[src/rtl/oled_pkg.sv]
// Shared definitions for the PmodOLED SPI transmit path: FSM states,
// DC encodings and the default SCLK divider.
package oled_pkg;

    typedef enum logic [2:0] {
        ST_IDLE,
        ST_SETUP,
        ST_LOW,
        ST_HIGH,
        ST_GAP
    } oled_state_t;

    localparam logic OLED_CMD  = 1'b0;
    localparam logic OLED_DATA = 1'b1;

    localparam int OLED_CLK_DIV_DEFAULT = 16;

endpackage

[src/rtl/oled_byte_fifo.sv]
// Small synchronous FIFO holding {dc, data} entries for the SPI byte transmitter.
// Read data is the head entry (first-word fall-through) so a pop can latch it directly.
module oled_byte_fifo #(
    parameter int FIFO_DEPTH = 4,
    parameter int WIDTH      = 9
) (
    input  logic                          clk,
    input  logic                          srst,
    input  logic                          push,
    input  logic [WIDTH-1:0]              wr_data,
    input  logic                          pop,
    output logic [WIDTH-1:0]              rd_data,
    output logic                          full,
    output logic                          empty,
    output logic [$clog2(FIFO_DEPTH):0]   count
);

    localparam int AW    = $clog2(FIFO_DEPTH);
    localparam int CNT_W = AW + 1;

    logic [WIDTH-1:0] mem [FIFO_DEPTH];
    logic [AW-1:0]    wr_ptr_reg;
    logic [AW-1:0]    rd_ptr_reg;
    logic [CNT_W-1:0] count_reg;
    logic             do_push;
    logic             do_pop;

    assign full    = (count_reg == CNT_W'(FIFO_DEPTH));
    assign empty   = (count_reg == '0);
    assign count   = count_reg;
    assign do_push = push && !full;
    assign do_pop  = pop && !empty;
    assign rd_data = mem[rd_ptr_reg];

    // Pointers wrap naturally because the depth is a power of two.
    always_ff @(posedge clk) begin
        if (srst) begin
            wr_ptr_reg <= '0;
            rd_ptr_reg <= '0;
            count_reg  <= '0;
        end else begin
            if (do_push) wr_ptr_reg <= wr_ptr_reg + 1'b1;
            if (do_pop)  rd_ptr_reg <= rd_ptr_reg + 1'b1;
            case ({do_push, do_pop})
                2'b10:   count_reg <= count_reg + 1'b1;
                2'b01:   count_reg <= count_reg - 1'b1;
                default: count_reg <= count_reg;
            endcase
        end
    end

    always_ff @(posedge clk) begin
        if (do_push) mem[wr_ptr_reg] <= wr_data;
    end

endmodule

[src/rtl/oled_spi_byte_tx.sv]
// Queues command/data bytes and shifts them MSB-first onto the PmodOLED
// 4-wire SPI pins, with CS released for one divider phase after each byte.
module oled_spi_byte_tx
    import oled_pkg::*;
#(
    parameter int CLK_DIV    = OLED_CLK_DIV_DEFAULT,
    parameter int FIFO_DEPTH = 4
) (
    input  logic       CLK,
    input  logic       RST,
    input  logic       WR_EN,
    input  logic [7:0] WR_DATA,
    input  logic       WR_DC,
    output logic       WR_RDY,
    output logic       BUSY,
    output logic       BYTE_DONE,
    output logic       CS,
    output logic       SDO,
    output logic       SCLK,
    output logic       DC
);

    localparam int DIV_W = $clog2(CLK_DIV + 1);
    localparam int CNT_W = $clog2(FIFO_DEPTH) + 1;
    localparam logic [DIV_W-1:0] DIV_LAST = DIV_W'(CLK_DIV - 1);

    oled_state_t      state_reg;
    logic [DIV_W-1:0] div_cnt_reg;
    logic [2:0]       bit_cnt_reg;
    logic [7:0]       sr_reg;
    logic             cs_reg;
    logic             sclk_reg;
    logic             sdo_reg;
    logic             dc_reg;
    logic             byte_done_reg;

    logic             fifo_push;
    logic             fifo_pop;
    logic             fifo_full;
    logic             fifo_empty;
    logic [8:0]       fifo_rd;
    logic [CNT_W-1:0] fifo_count;
    logic             phase_end;

    assign fifo_push = WR_EN && !fifo_full;
    assign fifo_pop  = (state_reg == ST_IDLE) && !fifo_empty;
    assign phase_end = (div_cnt_reg == DIV_LAST);

    oled_byte_fifo #(
        .FIFO_DEPTH (FIFO_DEPTH),
        .WIDTH      (9)
    ) u_fifo (
        .clk     (CLK),
        .srst    (RST),
        .push    (fifo_push),
        .wr_data ({WR_DC, WR_DATA}),
        .pop     (fifo_pop),
        .rd_data (fifo_rd),
        .full    (fifo_full),
        .empty   (fifo_empty),
        .count   (fifo_count)
    );

    // Outputs are loaded on the edge that enters each state, so SDO and DC
    // only ever move on entry to SETUP or LOW while SCLK is low or idle.
    always_ff @(posedge CLK) begin
        if (RST) begin
            state_reg     <= ST_IDLE;
            div_cnt_reg   <= '0;
            bit_cnt_reg   <= '0;
            sr_reg        <= '0;
            cs_reg        <= 1'b1;
            sclk_reg      <= 1'b1;
            sdo_reg       <= 1'b0;
            dc_reg        <= OLED_CMD;
            byte_done_reg <= 1'b0;
        end else begin
            byte_done_reg <= 1'b0;
            if (state_reg != ST_IDLE) begin
                div_cnt_reg <= phase_end ? '0 : div_cnt_reg + 1'b1;
            end
            unique case (state_reg)
                ST_IDLE: begin
                    if (!fifo_empty) begin
                        sr_reg    <= fifo_rd[7:0];
                        dc_reg    <= fifo_rd[8];
                        sdo_reg   <= fifo_rd[7];
                        cs_reg    <= 1'b0;
                        state_reg <= ST_SETUP;
                    end
                end
                ST_SETUP: begin
                    if (phase_end) begin
                        bit_cnt_reg <= 3'd7;
                        sclk_reg    <= 1'b0;
                        sdo_reg     <= sr_reg[7];
                        state_reg   <= ST_LOW;
                    end
                end
                ST_LOW: begin
                    if (phase_end) begin
                        sclk_reg  <= 1'b1;
                        state_reg <= ST_HIGH;
                    end
                end
                ST_HIGH: begin
                    if (phase_end) begin
                        if (bit_cnt_reg == 3'd0) begin
                            cs_reg    <= 1'b1;
                            state_reg <= ST_GAP;
                        end else begin
                            bit_cnt_reg <= bit_cnt_reg - 3'd1;
                            sclk_reg    <= 1'b0;
                            sdo_reg     <= sr_reg[bit_cnt_reg - 3'd1];
                            state_reg   <= ST_LOW;
                        end
                    end
                end
                ST_GAP: begin
                    if (phase_end) begin
                        byte_done_reg <= 1'b1;
                        state_reg     <= ST_IDLE;
                    end
                end
                default: state_reg <= ST_IDLE;
            endcase
        end
    end

    assign WR_RDY    = (fifo_count != CNT_W'(FIFO_DEPTH));
    assign BUSY      = !fifo_empty || (state_reg != ST_IDLE);
    assign BYTE_DONE = byte_done_reg;
    assign CS        = cs_reg;
    assign SDO       = sdo_reg;
    assign SCLK      = sclk_reg;
    assign DC        = dc_reg;

endmodule
[config.mk]
export PLATFORM = sky130hd
export DESIGN_NAME = oled_spi_byte_tx
export DESIGN_NICKNAME = d
export VERILOG_FILES = /design/src/rtl/oled_pkg.sv /design/src/rtl/oled_byte_fifo.sv /design/src/rtl/oled_spi_byte_tx.sv
export SDC_FILE = /design/constraint.sdc
export NUM_CORES = 1
export LEC_CHECK = 0
export ABC_AREA = 1
export CORE_MARGIN = 5
export CORE_UTILIZATION = 53
export DETAILED_ROUTE_END_ITERATION = 16
export PLACE_DENSITY = 0.84
export RECOVER_POWER = 100
export SYNTH_ARGS = -nofsm -noshare
export SYNTH_HDL_FRONTEND = slang
export SYNTH_HIERARCHICAL = 1
export SYNTH_SLANG_ARGS = --single-unit
[constraint.sdc]
create_clock -name CLK -period 2.2 [get_ports CLK]
set_input_delay 0.22 -clock CLK [delete_from_list [all_inputs] [get_ports CLK]]
set_output_delay 0.22 -clock CLK [all_outputs]
set_load 0.05 [all_outputs]
==> key figures <==
Routing
  • Top Layer Used: met4
  • Antenna-violating nets left: 0
  • DR iter-0 viols: slightly above 60
  • Post-Route WL: between 5 and 6 mm
  • Via count: 2258
  • Met3 routed WL: approximately 350 um
  • DRC Markers: 0
  • First-pass DRT Iterations: 4
  • Met1 Wirelength: approximately 2.3 mm
  • Met2 WL: between 2 and 3 mm
  • Avg Vias per Cell: approximately 5.1
  • Drt wl/cell: 12.34 um

CTS
  • Clock transition at path regs: 0.08 ns
  • Cts bufs inserted: 9
  • CTS tree: built
  • CTS sink cnt: just under 70
  • Clock buffer depth: 2
  • Worst-skew pair later-pin latency: approximately 0.35 ns
  • Root buffer cell: clkbuf_8
  • Cts hold-fix bufs: 0
  • # H-tree levels: 3

Pwr
  • Combinational share of power: 0.362
  • VDD IR max: 655.8 uV
  • Power Density: between 1000 and 1500 nW/um2
  • Int Power: 2.592 mW
  • Switching part of the total: 0.3842
  • Clock power share: 0.218
  • Seq pwr share: 0.421
  • Sw power: around 1.6 mW
  • Total leakage power: ~1.4 nW
  • Total power: approximately 4.2 mW

Floorplan
  • Initial Util: 0.5506
  • Die area: roughly 7400 um2
  • Die W: 85.87 um
  • Die Ht: 85.87 um
  • Row count: 27
  • Top-Level Pins: 19
  • Core area: 5540 um2

STA
  • Max Clock Freq: a little under 0.5 GHz
  • Fin crit period: a little over 2 ns
  • Final worst slack: roughly 0.13 ns
  • Worst-margin pin slew: slightly below 0.7 ns
  • Rel. slew slack: 0.5397
  • Final hold violation count: 0
  • Pins Over Slew Limit: 0
  • Final period util: 0.9421
  • RSZ-0062 raised after global routing: no
  • Setup violators final: 0
  • Setup_tns: 0 ns
  • Worst Skew: a little over 0.008 ns

Logic synthesis
  • Synth area leader: edfxtp_1
  • Syn_area_per_cell: 9.272 um2
  • Syn Nets: 350
  • Top-area cell type share of the netlist area: 0.3544
  • Yosys reg bits: 69
  • Synth warnings: 6
  • Seq/Total Area, Yosys: 0.5710
  • Synth cell types: 29
  • Gate count of the mapped netlist: between 300 and 400
  • Top post-synthesis cells by area: edfxtp_1 35%, dfxtp_1 22%, nor2_1 5.9%, nand2_1 5.8%, o21ai_0 5.4%
  • Mapped Area: between 3000 and 4000 um2

Global route
  • Total Routing Usage GR: 0.1544
  • Vias in the first global route: 1998
  • Initial antenna violation count: 0
  • Largest net degree at the start of global routing: 19
  • Global-route wire length before repair: approximately 8.8 mm
  • Grt ovf: 0

Critical path
  • Crit start category: register
  • CP arrival: about 2.3 ns
  • Critical path class: reg2reg
  • CP max FO: 6
  • Worst path required time: between 2 and 2.5 ns
  • Critical Path Sink Type: register

Final layout
  • Fin cells: roughly 440
  • Share of layout cells above drive strength 1: 0.1189
  • Number of diodes: 0
  • Final nets: around 390
  • Max reg flops: 36
  • Synthesis-to-finish area growth: 15.83%

Place
  • DP HPWL: about 3.7 mm
  • Placed Cells: about 420
  • Port Buf Inserts: 18
  • RD Place Congestion: approximately 0.90
  • Setup WS pre-CTS: -0.01459 ns

Status
  • Status: finished, final reports clean

Worst hold path
  • Worst min path class: reg2reg

Job
  • Max Cap Viol: 0
[layer usage]
metal / up-vias / GRT usage
met5: - / 0
met4: 0 / 0.07338
met3: 8 / 0.05476
met2: 56 / 0.2523
met1: 1027 / 0.1806
li1: 1167 / -
[kinds of logic after synthesis]
kind of cell,count (synthesis),share of synthesized area
fa+ha+maj,9,0.03938
compound gates,70,0.1210
xor+xnor,1,0.002872
simple gates,128,0.1842
flops,69,0.5710
buf+inv,52,0.08162
[power by group through the flow]
stage	clock network (mW)	logic [mW]	registers, mW
3_3_place_gp	0	1.41	1.78
5_1_grt	1.00	1.70	1.80
4_1_cts	0.943	1.47	1.76
6_report	0.917	1.52	1.77
2_1_floorplan	0	1.12	1.82
3_5_place_dp	0	1.46	1.79
[worst paths after layout]
| kind | start | endpoint | slack [ns] | depth (start not counted) |
|---|---|---|---|---|
| min reg2reg | sr_reg[5] | sr_reg[5] | 0.45 | 2 |
| min | sr_reg[5] | sr_reg[5] | 0.45 | 2 |
| max reg2reg | state_reg[0] | u_fifo/count[2] | 0.13 | 13 |
| max | state_reg[0] | u_fifo/count[2] | 0.13 | 13 |
[area by class of cell]
| type | instances | area, um2 |
|---|---|---|
| clock inverters | 7 | 56.30 |
| clock buffers | 9 | 123.9 |
| inverters | 45 | 176.4 |
| repair buffers | 32 | 269.0 |
| multi-input cells | 208 | 1065 |
| well taps | 72 | 90.09 |
| fillers | 469 | 2007 |
| flip-flops and latches | 69 | 1753 |
[synthesized netlist by cell type]
cell,instances
o21bai_1,1
a211oi_1,1
clkbuf_1,1
ha_1,8
or2_1,1
o21ai_0,33
a21oi_1,23
dfxtp_1,33
buf_6,5
nand2_1,47
nor3_1,3
xor2_1,1
nor2_1,48
nand2_2,2
o211ai_1,1
inv_2,2
edfxtp_1,36
o21ai_1,2
fa_1,1
nor2_4,2
o22ai_1,9
buf_8,1
inv_6,1
nand4_1,1
nand3_1,19
inv_1,42
nand2_4,3
and3_2,1
nor2_2,1
[layout by cell type, fill, tap and decap left out, drive strengths merged]
master | netlist | layout
o22ai | 9 | 9
buf | 6 | 8
nor2 | 51 | 51
or2 | 1 | 1
ha | 8 | 8
a211oi | 1 | 1
o21ai | 35 | 35
nand2 | 52 | 52
dlymetal6s2s | 0 | 1
dlygate4sd3 | 0 | 9
nand3 | 19 | 19
nand4 | 1 | 1
clkinv | 0 | 3
edfxtp | 36 | 36
xor2 | 1 | 1
inv | 45 | 48
a21oi | 23 | 23
nor3 | 3 | 3
dfxtp | 33 | 33
and3 | 1 | 1
fa | 1 | 1
clkinvlp | 0 | 1
o211ai | 1 | 1
clkdlybuf4s50 | 0 | 8
o21bai | 1 | 1
clkbuf | 1 | 15
[worst max-delay path, stage by stage, from the launching register on]
cell and delay [ns]:
dfxtp_4 0.37, nor2_4 0.14, nand2_4 0.08, or2_4 0.25, inv_4 0.07, nand2_2 0.06
inv_2 0.09, ha_4 0.14, inv_2 0.05, fa_2 0.36, nand2_1 0.08, nand3_1 0.09
nor2_1 0.14, nor2_2 0.05
[through the flow]
| stage | area, um2 | hold slack (ns) | utilization |
|---|---|---|---|
| final | 3533 | 0.4520 | 0.6378 |
| after global routing | 3533 | 0.4847 | 0.6378 |
| after CTS | 3496 | 0.4582 | 0.6310 |
| after detailed placement | 3313 | 0.4475 | 0.5980 |
| after global placement | 3313 | 0.4407 | 0.5980 |
| after floorplan | 3050 | 0.2891 | - |
[what timing repair did]
action                     in CTS  in global routing
setup endpoints to repair       2                  2
setup buffers                   0                  5
pin swaps                       0                  3
gates resized for setup         2                 13
Note: power is estimated with default switching activity, not from simulation.
